[src/rtl/fb_write_ctrl.sv]
// Frame-buffer write controller: takes pixels from the processing FIFO, writes them
// to the pixel BRAM and ping-pongs two frame banks on the reader's vsync.
//
//  state       | meaning
//  S_IDLE      | waiting for a start-of-frame pixel; other pixels are dropped
//  S_WRITE     | frame in progress, every accepted pixel is written
//  S_SWAP_WAIT | frame complete, input stalled until the reader's vsync rising edge
module fb_write_ctrl #(
    parameter int DW         = 12,
    parameter int H_ACTIVE   = 640,
    parameter int V_ACTIVE   = 480,
    parameter int DOUBLE_BUF = 1,
    parameter int AW         = 20
) (
    input  logic          i_clk,
    input  logic          i_rstn,
    input  logic          i_data_valid,
    output logic          o_data_ready,
    input  logic [DW-1:0] i_data,
    input  logic          i_sof,
    input  logic          i_rd_vsync,
    output logic          o_wr_en,
    output logic [AW-1:0] o_wr_addr,
    output logic [DW-1:0] o_wr_data,
    output logic          o_rd_bank,
    output logic          o_frame_done,
    output logic          o_err_short,
    output logic          o_err_long,
    output logic [7:0]    o_frame_cnt
);
    localparam int FRAME = H_ACTIVE * V_ACTIVE;
    localparam int PW = (FRAME > 1) ? $clog2(FRAME) : 1;
    localparam logic [PW-1:0] LAST_IDX = PW'(FRAME - 1);
    localparam logic [AW-1:0] BANK_OFS = AW'(FRAME);

    typedef enum logic [1:0] {S_IDLE, S_WRITE, S_SWAP_WAIT} state_t;

    state_t        r_state;
    logic [PW-1:0] r_pix_idx;
    logic          r_wbank;
    logic          r_seen_frame;
    logic          r_rd_bank;
    logic          r_wr_en;
    logic [AW-1:0] r_wr_addr;
    logic [DW-1:0] r_wr_data;
    logic          r_frame_done;
    logic          r_err_short;
    logic          r_err_long;
    logic [7:0]    r_frame_cnt;
    logic          r_vs_meta;
    logic          r_vs_sync;
    logic          r_vs_prev;

    state_t        w_state_nxt;
    logic [PW-1:0] w_pix_nxt;
    logic [PW-1:0] w_wr_idx;
    logic          w_do_write;
    logic          w_wbank_nxt;
    logic          w_rd_bank_nxt;
    logic          w_seen_nxt;
    logic          w_err_short_nxt;
    logic          w_err_long_nxt;
    logic [7:0]    w_cnt_nxt;
    logic          w_done_nxt;
    logic          w_accept;
    logic          w_vs_rise;
    logic [AW-1:0] w_wr_addr;

    // Ready is also held low while reset is asserted so every output reads 0 then.
    assign o_data_ready = i_rstn && (r_state != S_SWAP_WAIT);
    assign w_accept     = i_data_valid && o_data_ready;
    assign w_vs_rise    = r_vs_sync && !r_vs_prev;
    assign w_wr_addr    = (r_wbank ? BANK_OFS : '0) + AW'(w_wr_idx);

    always_comb begin
        w_state_nxt     = r_state;
        w_pix_nxt       = r_pix_idx;
        w_wr_idx        = r_pix_idx;
        w_do_write      = 1'b0;
        w_wbank_nxt     = r_wbank;
        w_rd_bank_nxt   = r_rd_bank;
        w_seen_nxt      = r_seen_frame;
        w_err_short_nxt = r_err_short;
        w_err_long_nxt  = r_err_long;
        w_cnt_nxt       = r_frame_cnt;
        w_done_nxt      = 1'b0;

        case (r_state)
            S_IDLE: begin
                if (w_accept && i_sof) begin
                    w_do_write = 1'b1;
                    w_wr_idx   = '0;
                end else if (w_accept && r_seen_frame) begin
                    w_err_long_nxt = 1'b1;
                end
            end
            S_WRITE: begin
                if (w_accept) begin
                    w_do_write = 1'b1;
                    if (i_sof && (r_pix_idx != '0)) begin
                        w_err_short_nxt = 1'b1;
                        w_wr_idx        = '0;
                    end
                end
            end
            S_SWAP_WAIT: begin
                if (w_vs_rise && (DOUBLE_BUF != 0)) begin
                    w_rd_bank_nxt = r_wbank;
                    w_wbank_nxt   = !r_wbank;
                    w_state_nxt   = S_IDLE;
                end
            end
            default: w_state_nxt = S_IDLE;
        endcase

        if (w_do_write) begin
            if (w_wr_idx == LAST_IDX) begin
                w_done_nxt  = 1'b1;
                w_cnt_nxt   = r_frame_cnt + 8'd1;
                w_seen_nxt  = 1'b1;
                w_pix_nxt   = '0;
                w_state_nxt = (DOUBLE_BUF != 0) ? S_SWAP_WAIT : S_IDLE;
            end else begin
                w_pix_nxt   = w_wr_idx + 1'b1;
                w_state_nxt = S_WRITE;
            end
        end
    end

    always_ff @(posedge i_clk) begin
        if (!i_rstn) begin
            r_state      <= S_IDLE;
            r_pix_idx    <= '0;
            r_wbank      <= 1'b0;
            r_seen_frame <= 1'b0;
            r_rd_bank    <= 1'b0;
            r_wr_en      <= 1'b0;
            r_wr_addr    <= '0;
            r_wr_data    <= '0;
            r_frame_done <= 1'b0;
            r_err_short  <= 1'b0;
            r_err_long   <= 1'b0;
            r_frame_cnt  <= 8'd0;
            r_vs_meta    <= 1'b0;
            r_vs_sync    <= 1'b0;
            r_vs_prev    <= 1'b0;
        end else begin
            r_state      <= w_state_nxt;
            r_pix_idx    <= w_pix_nxt;
            r_wbank      <= w_wbank_nxt;
            r_seen_frame <= w_seen_nxt;
            r_rd_bank    <= w_rd_bank_nxt;
            r_wr_en      <= w_do_write;
            r_frame_done <= w_done_nxt;
            r_err_short  <= w_err_short_nxt;
            r_err_long   <= w_err_long_nxt;
            r_frame_cnt  <= w_cnt_nxt;
            r_vs_meta    <= i_rd_vsync;
            r_vs_sync    <= r_vs_meta;
            r_vs_prev    <= r_vs_sync;
            if (w_do_write) begin
                r_wr_addr <= w_wr_addr;
                r_wr_data <= i_data;
            end
        end
    end

    assign o_wr_en      = r_wr_en;
    assign o_wr_addr    = r_wr_addr;
    assign o_wr_data    = r_wr_data;
    assign o_rd_bank    = r_rd_bank;
    assign o_frame_done = r_frame_done;
    assign o_err_short  = r_err_short;
    assign o_err_long   = r_err_long;
    assign o_frame_cnt  = r_frame_cnt;

endmodule

[config.mk]
export PLATFORM = sky130hd
export DESIGN_NAME = fb_write_ctrl
export DESIGN_NICKNAME = d
export VERILOG_FILES = /design/src/rtl/fb_write_ctrl.sv
export SDC_FILE = /design/constraint.sdc
export NUM_CORES = 1
export LEC_CHECK = 0
export CELL_PAD_IN_SITES_DETAIL_PLACEMENT = 2
export CELL_PAD_IN_SITES_GLOBAL_PLACEMENT = 2
export CORE_UTILIZATION = 30
export CTS_CLUSTER_SIZE = 40
export DETAILED_ROUTE_END_ITERATION = 10
export GPL_ROUTABILITY_DRIVEN = 1
export GPL_TIMING_DRIVEN = 0
export PLACE_DENSITY_LB_ADDON = 0.25
export RECOVER_POWER = 100
export SLEW_MARGIN = 20
export SYNTH_ARGS = -nofsm -noshare
export SYNTH_HDL_FRONTEND = slang
export SYNTH_SLANG_ARGS = --single-unit
[constraint.sdc]
create_clock -name i_clk -period 4.2 [get_ports i_clk]
set_input_delay 0.63 -clock i_clk [delete_from_list [all_inputs] [get_ports i_clk]]
set_output_delay 0.63 -clock i_clk [all_outputs]
set_load 0.05 [all_outputs]
==> Word-level counts from Yosys, hierarchy flattened <==
Index checks and enable logic that the tools add are counted.
{ "word_totals": {"ff_bits": 71, "wordCells": 56, "out_inout_bits": 46, "in_bits": 17} }
{ "classes": {"mux": 14, "reduce_logical": 17, "bitwise": 1, "add_sub_neg": 3, "n_eq_ne": 6} }
{ "ops": {"columns": ["op", "n"], "rows": [
  ["19-bit 2-to-1 mux", 5],
  ["19-bit one-hot mux with 2 select lines", 1],
  ["19-bit by 19-bit adder with 20-bit output", 1],
  ["19-bit by 1-bit adder with 19-bit output (second input constant)", 1],
  ["19-bit equality test (second input constant)", 1],
  ["19-bit nonzero test", 1],
  ["8-bit by 1-bit adder with 8-bit output (second input constant)", 1],
  ["2-bit AND reduction", 4],
  ["1-bit logical AND", 6],
  ["2-bit 2-to-1 mux", 3],
  ["3-bit AND reduction", 2],
  ["2-bit one-hot mux with 2 select lines", 1],
  ["1-bit 2-to-1 mux", 3],
  ["3-bit inequality test (second input constant)", 1],
  ["2-bit by 1-bit equality test with 1-bit output (second input constant)", 1],
  ["2-bit equality test (second input constant)", 1],
  ["1-bit logical NOT", 2],
  ["2-bit logical NOT", 1],
  ["2-bit by 1-bit inequality test with 1-bit output (second input constant)", 1],
  ["2-bit inequality test (second input constant)", 1],
  ["1-bit one-hot mux with 2 select lines", 1],
  ["2-bit OR reduction", 1],
  ["1-bit inverter", 1]
]} }

==> Depth between registers and ports, before layout <==
Gate-level depths: netlist (run 1).
{ "depth": {"depth_word": 9, "depth_mapped": 14, "mapped_depth_nobuf": 10} }

==> Worst setup path after synthesis (run 1) <==
Ideal clock, no wire load.
{ "synth_timing": {"path_kind": "register to register", "start": "register r_pix_idx[14]", "end": "register r_frame_cnt[7] (netlist: o_frame_cnt[7])", "setup_ps": 70, "slack_ps": 1079, "t_arrival_ps": 3050, "period_less_slack_ps": 3121, "stages_incl_launch_ff": 14, "n_path_buf": 3, "required_ps": 4130, "cell_sequence": "dfxtp_1 > buf_2 > nor4_4 > nand3_2 > o31ai_4 > clkbuf_1 > and2_1 > ha_1 > and3_1 > and4_1 > buf_2 > nand3_2 > or4_1 > a21oi_1"} }
{ "synth_via": {"elab_chain_cells": 7, "elab_cells_between_ends": 8, "classes_between": "1 x eq/ne; 4 x mux; 3 x reduce/logical"} }
{ "synth_rtl": {"columns": ["element", "line", "source"], "rows": [
  ["start: declaration", "39", "logic [PW-1:0] r_pix_idx;"],
  ["start signal: assignment", "149", "r_pix_idx <= w_pix_nxt;"],
  ["19-bit nonzero test", "100", "if (i_sof && (r_pix_idx != '0)) begin"],
  ["1-bit logical AND", "100", null],
  ["19-bit 2-to-1 mux", "100", null],
  ["19-bit 2-to-1 mux", "98", "if (w_accept) begin"],
  ["19-bit one-hot mux with 2 select lines *", "88", "case (r_state)"],
  ["19-bit equality test *", "117", "if (w_wr_idx == LAST_IDX) begin"],
  ["2-bit AND reduction (no source line) *", null, null],
  ["end signal: assignment", "157", "r_frame_cnt <= w_cnt_nxt;"],
  ["end: declaration", "49", "logic [7:0] r_frame_cnt;"]
]} }
Mark *: on every way between the ends. The rest lies on a longest branch, timed or not.
A chain may end at the register's enable or synchronous reset.

==> Worst setup path in the final report (run 1) <==
{ "layout_timing": {"start": "input port i_rstn", "end": "register r_pix_idx[8]"} }
{ "layout_via": {"elab_chain_cells": 7, "elab_cells_between_ends": 12, "classes_between": "1 x add/sub; 1 x eq/ne; 7 x mux; 3 x reduce/logical"} }
{ "layout_rtl": {"columns": ["element", "line", "source"], "rows": [
  ["start: declaration", "16", "input logic i_rstn,"],
  ["1-bit logical AND", "70", "assign o_data_ready = i_rstn && (r_state != S_SWAP_WAIT);"],
  ["1-bit logical AND", "71", "assign w_accept = i_data_valid && o_data_ready;"],
  ["1-bit logical AND", "90", "if (w_accept && i_sof) begin"],
  ["19-bit 2-to-1 mux", "90", null],
  ["19-bit one-hot mux with 2 select lines", "88", null],
  ["19-bit by 1-bit adder with 19-bit output or 19-bit equality test (tied branches)", "124, 117", null],
  ["19-bit 2-to-1 mux", "117", null]
]} }
Several ways; a longest one is shown, not always the timed one.

==> results of run 1 <==
## path summary, 6_finish.rpt
path | slack [ns] | startpoint | end | cells past startpoint
min | 0.45 | r_seen_frame$_SDFFE_PN0P_ | r_seen_frame$_SDFFE_PN0P_ | 2
max | 0.27 | i_rstn | r_pix_idx[8]$_SDFFE_PN0P_ | 14
min reg2reg | 0.45 | r_seen_frame$_SDFFE_PN0P_ | r_seen_frame$_SDFFE_PN0P_ | 2
max reg2reg | 0.37 | r_pix_idx[2]$_SDFFE_PN0P_ | r_pix_idx[7]$_SDFFE_PN0P_ | 14
## per-layer routing
| layer | wire length (microns) | vias to the layer above |
|---|---|---|
| met5 | 0 | - |
| met2 | 5520 | 52 |
| li1 | - | 1588 |
| met3 | 351 | 9 |
| met1 | 5050 | 1649 |
| met4 | 163 | 0 |
## Yosys cell counts, types with 2 or more instances
cell type / n
sky130_fd_sc_hd__o21a_1: 2
sky130_fd_sc_hd__ha_1: 6
sky130_fd_sc_hd__nor3_1: 8
sky130_fd_sc_hd__nor2b_1: 3
sky130_fd_sc_hd__and4_1: 6
sky130_fd_sc_hd__o22ai_1: 2
sky130_fd_sc_hd__o31ai_1: 2
sky130_fd_sc_hd__nor2_1: 23
sky130_fd_sc_hd__dfxtp_1: 71
sky130_fd_sc_hd__nor3b_1: 2
sky130_fd_sc_hd__nand4_1: 9
sky130_fd_sc_hd__mux2i_1: 4
sky130_fd_sc_hd__inv_1: 8
sky130_fd_sc_hd__o311ai_0: 2
sky130_fd_sc_hd__xnor2_1: 3
sky130_fd_sc_hd__xor2_1: 2
sky130_fd_sc_hd__nand3_1: 19
sky130_fd_sc_hd__clkbuf_1: 16
sky130_fd_sc_hd__buf_4: 2
sky130_fd_sc_hd__or3_1: 3
sky130_fd_sc_hd__o21ai_0: 13
sky130_fd_sc_hd__a31oi_1: 10
sky130_fd_sc_hd__a21oi_1: 32
sky130_fd_sc_hd__nand3_2: 2
sky130_fd_sc_hd__and3_1: 10
sky130_fd_sc_hd__a31o_2: 3
sky130_fd_sc_hd__and2_1: 15
sky130_fd_sc_hd__nand2_1: 64
sky130_fd_sc_hd__a22oi_1: 7
sky130_fd_sc_hd__buf_2: 8
sky130_fd_sc_hd__nor4_1: 4
sky130_fd_sc_hd__a311oi_1: 3
sky130_fd_sc_hd__a41oi_1: 5
## layout make-up
type	count	area [sq um]
buffer	27	120
multi-input combinational	290	1740
sequential	71	1420
fill	1212	6470
tap	140	175
inverter	10	40.0
timing repair buffer	60	601
clock buffer	13	159
clock inverter	3	65.1
## flip-flops by register name, indices dropped and copies added (netlist names), 2 cells and up
name and flops:
o_wr_data 12, r_pix_idx 19, r_state 2, o_frame_cnt 8, o_wr_addr 20
## kinds of logic after synthesis
| group | count (synthesis) | share of synthesized area [%] |
|---|---|---|
| simple gates | 178 | 27.7 |
| compound gates | 95 | 19.0 |
| flops | 71 | 42.8 |
| buf+inv | 37 | 4.82 |
| fa+ha+maj | 7 | 2.86 |
| xor+xnor | 5 | 1.32 |
| mux | 5 | 1.54 |
## cells in the final DEF, fill, tap and decap left out, drive strengths merged, types with 4 or more instances in the layout
cell / count
nand3: 21
nand2: 64
nor4: 5
nand4: 9
a31oi: 10
mux2i: 4
and4: 6
o21ai: 14
dfxtp: 71
clkdlybuf4s50: 13
ha: 6
nor3: 8
a22oi: 7
nor2: 23
a21oi: 32
clkbuf: 32
inv: 10
and3: 10
dlygate4sd3: 47
a41oi: 5
buf: 8
and2: 16
## metrics by stage
step | hold WS [ns] | instances
floorplan | 0.412 | 398
global placement | 0.420 | 598
detailed placement | 0.431 | 598
CTS | 0.452 | 614
global route | 0.482 | 614
finish | 0.450 | 614
## worst max-delay path: stages
cell	delay [ns]
sky130_fd_sc_hd__dlygate4sd3_1	0.68
sky130_fd_sc_hd__nor2b_1	0.20
sky130_fd_sc_hd__and3_1	0.28
sky130_fd_sc_hd__o31ai_4	0.12
sky130_fd_sc_hd__clkbuf_2	0.22
sky130_fd_sc_hd__and2_1	0.21
sky130_fd_sc_hd__ha_1	0.22
sky130_fd_sc_hd__and3_1	0.25
sky130_fd_sc_hd__and4_1	0.20
sky130_fd_sc_hd__buf_2	0.19
sky130_fd_sc_hd__a21oi_1	0.34
sky130_fd_sc_hd__clkbuf_2	0.33
sky130_fd_sc_hd__nand2_1	0.16
sky130_fd_sc_hd__o21ai_0	0.18
## repair_timing
item	CTS	global route
setup endpoints to repair	0	8
resized for setup	0	2
hold buffers	0	0
setup buffers	0	0
## report_power, final
part,total [uW],internal [uW],switching [uW]
clock,631,367,264
sequential,689,683,6.17
combinational,133,41.2,92.2
total,1450,1090,362
==> flow_summary.toml, run 1 <==
[run_status]
run_status = "completed"

[sta]
worst_pin_slew_ns = 1.20
setup_tns_ns = 0
slew_headroom_pct = 18.9
timing.final.ws_setup_ns = 0.274
final.period_utilization_pct = 93.5
report.final.slew_viol_count = 0
finalSetupViolations = 0
max_clock_freq_mhz = 255
fin_clk_skew_ns = 0.0118
timing.final.hold_violations = 0
period_needed_ns = 3.93
setup_repair_after_global_routing_missed_its_margin = "no"

[placement]
pre_cts_setup_slack_ns = -0.0680
gp_congestion = 0.818
post-dp-hpwl_microns = 8050
dpl-instance-area_sq_um = 4100
buffer_ports.inserted = 60

[routing]
avgViaCountPerCell = 5.37
route.detailed.drc = 0
routed_wirelength_microns = 11100
avgRoutedWirePerCell_microns = 18.0
drt_pass1_iterations = 4
drtIter0Drc = 145
number_of_antenna_violating_nets_in_the_routed_design = 0
vias = 3298

[synth]
avgSynthCellArea_sq_um = 8.35
postSynthRegisterBits = 71
synth_seq_area_share_pct = 42.8
netlist_area_sq_um = 3320
synth_ff_type = "sky130_fd_sc_hd__dfxtp_1"
synthDominantCellAreaShare_pct = 42.8
synth_cells = 398
synth_edf_count = 0
synth_top_area_cell = "sky130_fd_sc_hd__dfxtp_1"
synth.net_count = 422
synth_cell_type_count = 62
synthTopCellsByArea = "sky130_fd_sc_hd__dfxtp_1 43%, sky130_fd_sc_hd__nand2_1 7.2%, sky130_fd_sc_hd__a21oi_1 4.8%"
synth-async-reset-ratio_pct = 0
ys.warnings.count = 0

[global_route]
first_global_vias = 3545
global_route.peak_usage_layer = "met2"
wire_length_of_the_first_global_routing_pass_microns = 18300
grt_start_max_net_pins = 12
fraction_of_met3_tracks_used_by_global_routing_pct = 5.87
gr-usage-met1_pct = 25.4
grt_util_met2_pct = 36.5
gr-usage-all-layers_pct = 21.1
antenna_violations_before_repair = 0
overflow = 0

[clock_network]
cts_root_buffer = "sky130_fd_sc_hd__clkbuf_8"
cts-htree-levels = 3
clk-insertion-delay-late_ns = 0.37
clk_pin_slew_worst_paths_ns = 0.08
clock_path_buffers = 2
tritoncts.num_buffers = 9
cts_tree = "yes"
clock_sinks = 71

[cells_and_area]
utilization_after_layout_pct = 40.1
area_added_between_synthesis_and_finish_pct = 30.1
area_of_all_placed_cells_without_fillers_sq_um = 4320
design.final.nets = 493
n_antenna_cell = 0
drive_above_1_share_pct = 7.38

[run]
drv_cap = 0

[power]
powerDensity_nw_per_um2 = 336
pnr_total_power_uw = 1450
ir_drop_v = 0.000182
p_leak_uw = 0.00171

[worst_setup_path]
criticalPathCategory = "input pin to register"
worstPathMaxFanout = 10
crit_arrival_ns = 4.22
crit_path_start_kind = "input pin"
setup.worst_path.end_class = "register"
critPathRequiredTime_ns = 4.50

[die]
row_count = 38
dieWidth_microns = 107
floorplan.io_pins = 63
die_height_microns = 107
fp.dieArea_sq_um = 11500
placeableCoreArea_sq_um = 10800
starting_density_of_the_core_pct = 30.8

[min_path]
hold_class = "register to register"
No activity file was read; power rests on OpenSTA's default activity.
==> run 2: changes to the inputs <==
--- a/config.mk
+++ b/config.mk
@@ -14,6 +14,7 @@
 export GPL_TIMING_DRIVEN = 0
 export PLACE_DENSITY_LB_ADDON = 0.25
 export RECOVER_POWER = 100
+export SETUP_SLACK_MARGIN = 0.3
 export SLEW_MARGIN = 20
 export SYNTH_ARGS = -nofsm -noshare
 export SYNTH_HDL_FRONTEND = slang
==> run 2 against run 1 <==
Worst setup slack improved by 0.15 ns; clock-buffer cell count unchanged; first-iteration DRC count decreased by 2.8%; register-to-register slack improved by 0.05 ns; critical path depth shrank 1; via count up 0.67%; critical path type is now register to register; sequential power about the same; clock power hardly changed; die area unchanged.
==> flow_summary.toml, run 2 (synthesis results as in run 1) <==
[die]
row_count = 38
starting_density_of_the_core_pct = 30.8
dieWidth_microns = 107
die_height_microns = 107
placeableCoreArea_sq_um = 10800
floorplan.io_pins = 63
fp.dieArea_sq_um = 11500

[sta]
fin_clk_skew_ns = 0.0112
final.period_utilization_pct = 89.9
max_clock_freq_mhz = 265
slew_headroom_pct = 18.6
timing.final.ws_setup_ns = 0.425
timing.final.hold_violations = 0
report.final.slew_viol_count = 0
setup_repair_after_global_routing_missed_its_margin = "no"
finalSetupViolations = 0
worst_pin_slew_ns = 1.21
period_needed_ns = 3.78

[clock_network]
post_cts_hold_buffer_count = 0
clock_sinks = 71
cts_root_buffer = "sky130_fd_sc_hd__clkbuf_8"
cts-htree-levels = 3
tritoncts.num_buffers = 9
clk_pin_slew_worst_paths_ns = 0.08
clk-insertion-delay-late_ns = 0.37
clock_path_buffers = 2
cts_tree = "yes"

[cells_and_area]
largest_register_ff_count = 20
n_antenna_cell = 0
area_added_between_synthesis_and_finish_pct = 30.3
mostFrequentLayoutCell = "sky130_fd_sc_hd__dfxtp_1"
drive_above_1_share_pct = 7.81
design.final.nets = 493
area_of_all_placed_cells_without_fillers_sq_um = 4330
layout.cells.most_common_list = "71 x sky130_fd_sc_hd__dfxtp_1, 64 x sky130_fd_sc_hd__nand2_1, 47 x sky130_fd_sc_hd__dlygate4sd3_1"

[global_route]
overflow = 0
first_global_vias = 3527
wire_length_of_the_first_global_routing_pass_microns = 18300
gr-usage-all-layers_pct = 21.0
antenna_violations_before_repair = 0
grt_start_max_net_pins = 12

[routing]
route.detailed.drc = 0
avgRoutedWirePerCell_microns = 18.0
drtIter0Drc = 141
vias = 3320
number_of_antenna_violating_nets_in_the_routed_design = 0
drt_pass1_iterations = 4
avgViaCountPerCell = 5.41
routed_wirelength_microns = 11100

[power]
powerDensity_nw_per_um2 = 336
p_leak_uw = 0.00171
ir_drop_v = 0.000182

[placement]
buffer_ports.inserted = 60
gp_congestion = 0.818
post-dp-hpwl_microns = 8050
dpl-instance-area_sq_um = 4100
pre_cts_setup_slack_ns = -0.0680

[worst_setup_path]
crit_chain = "buf_2, nor4_4, nand3_1, o31ai_4, clkbuf_4, and2_1, ha_1, and3_1, and4_1, buf_2, nand3_1, or4_1, a21oi_1"
crit_arrival_ns = 4.08
setup.worst_path.end_class = "register"
worstPathMaxFanout = 10
critical-path-max-stage-delay_ns = 0.56
criticalPathCategory = "register to register"
critPathRequiredTime_ns = 4.50
timing.critical_path.slowest_stage_cell = "sky130_fd_sc_hd__or4_1"
crit_path_start_kind = "register"

[run]
drv_cap = 0

[run_status]
run_status = "completed"

[min_path]
hold_class = "register to register"
[run 2: cell count changes in the layout (fill, tap and decap cells not counted), moves of 2 or more]
cell and delta:
sky130_fd_sc_hd__nand3_1 +2, sky130_fd_sc_hd__nor4_1 -2, sky130_fd_sc_hd__nor4_2 +2, sky130_fd_sc_hd__nand3_2 -2, sky130_fd_sc_hd__and2_1 +2, sky130_fd_sc_hd__and2_0 -2
[run 2: cell type report]
cell class / instances / area, sq um
clock inverters: 3 / 65.1
inverters: 10 / 38.8
repair buffers: 60 / 601
flip-flops and latches: 71 / 1420
plain buffers: 27 / 124
clock buffers: 13 / 159
fillers: 1205 / 6460
multi-input cells: 290 / 1750
well taps: 140 / 175
[run 2: report_power, final]
part	total (uW)	internal [uW]	switching, uW
Sequential	689	683	6.22
Clock	632	367	265
Combinational	134	41.8	92.0
Total	1450	1090	363
[run 2: worst max-delay path: cells and delay by family, from the launching register on]
kind | cells | cell delay [ns]
compound gates | 2 | 0.50
fa+ha+maj | 1 | 0.18
buf+inv | 3 | 0.69
flops | 1 | 0.30
simple gates | 7 | 2.02
[run 2: timing repair]
action / CTS / global route
pin swaps: 0 / 1
hold endpoints to repair: 0 / 0
endpoints found under the setup margin: 9 / 20
resized for setup: 1 / 8
buffers inserted: 0 / 0
[run 2: stage by stage]
step / hold slack, ns / std cells / total power [uW] / util [%] / setup TNS [ns]
finish: 0.450 / 614 / 1450 / 40.1 / 0
global route: 0.482 / 614 / 1520 / 40.1 / 0
CTS: 0.452 / 614 / 1480 / 40.1 / 0
detailed placement: 0.431 / 598 / 844 / 38.0 / -0.227
global placement: 0.420 / 598 / 841 / 38.0 / -0.00864
floorplan: 0.412 / 398 / 785 / - / 0
[run 2: path summary, 6_finish.rpt]
check / depth (start not counted) / end / slack, ns / startpoint
worst max register to register: 13 / o_frame_cnt[7]$_SDFFE_PN0P_ / 0.42 / r_pix_idx[14]$_SDFFE_PN0P_
worst min-delay path: 2 / r_seen_frame$_SDFFE_PN0P_ / 0.45 / r_seen_frame$_SDFFE_PN0P_
worst max-delay path: 13 / o_frame_cnt[7]$_SDFFE_PN0P_ / 0.42 / r_pix_idx[14]$_SDFFE_PN0P_
worst min register to register: 2 / r_seen_frame$_SDFFE_PN0P_ / 0.45 / r_seen_frame$_SDFFE_PN0P_
[run 2: per-layer routing]
metal / GRT usage, % / vias up / wire, microns
met5: 0 / - / 0
met4: 6.16 / 0 / 118
met3: 5.87 / 9 / 349
met2: 36.2 / 46 / 5480
met1: 25.3 / 1676 / 5110
li1: - / 1589 / -
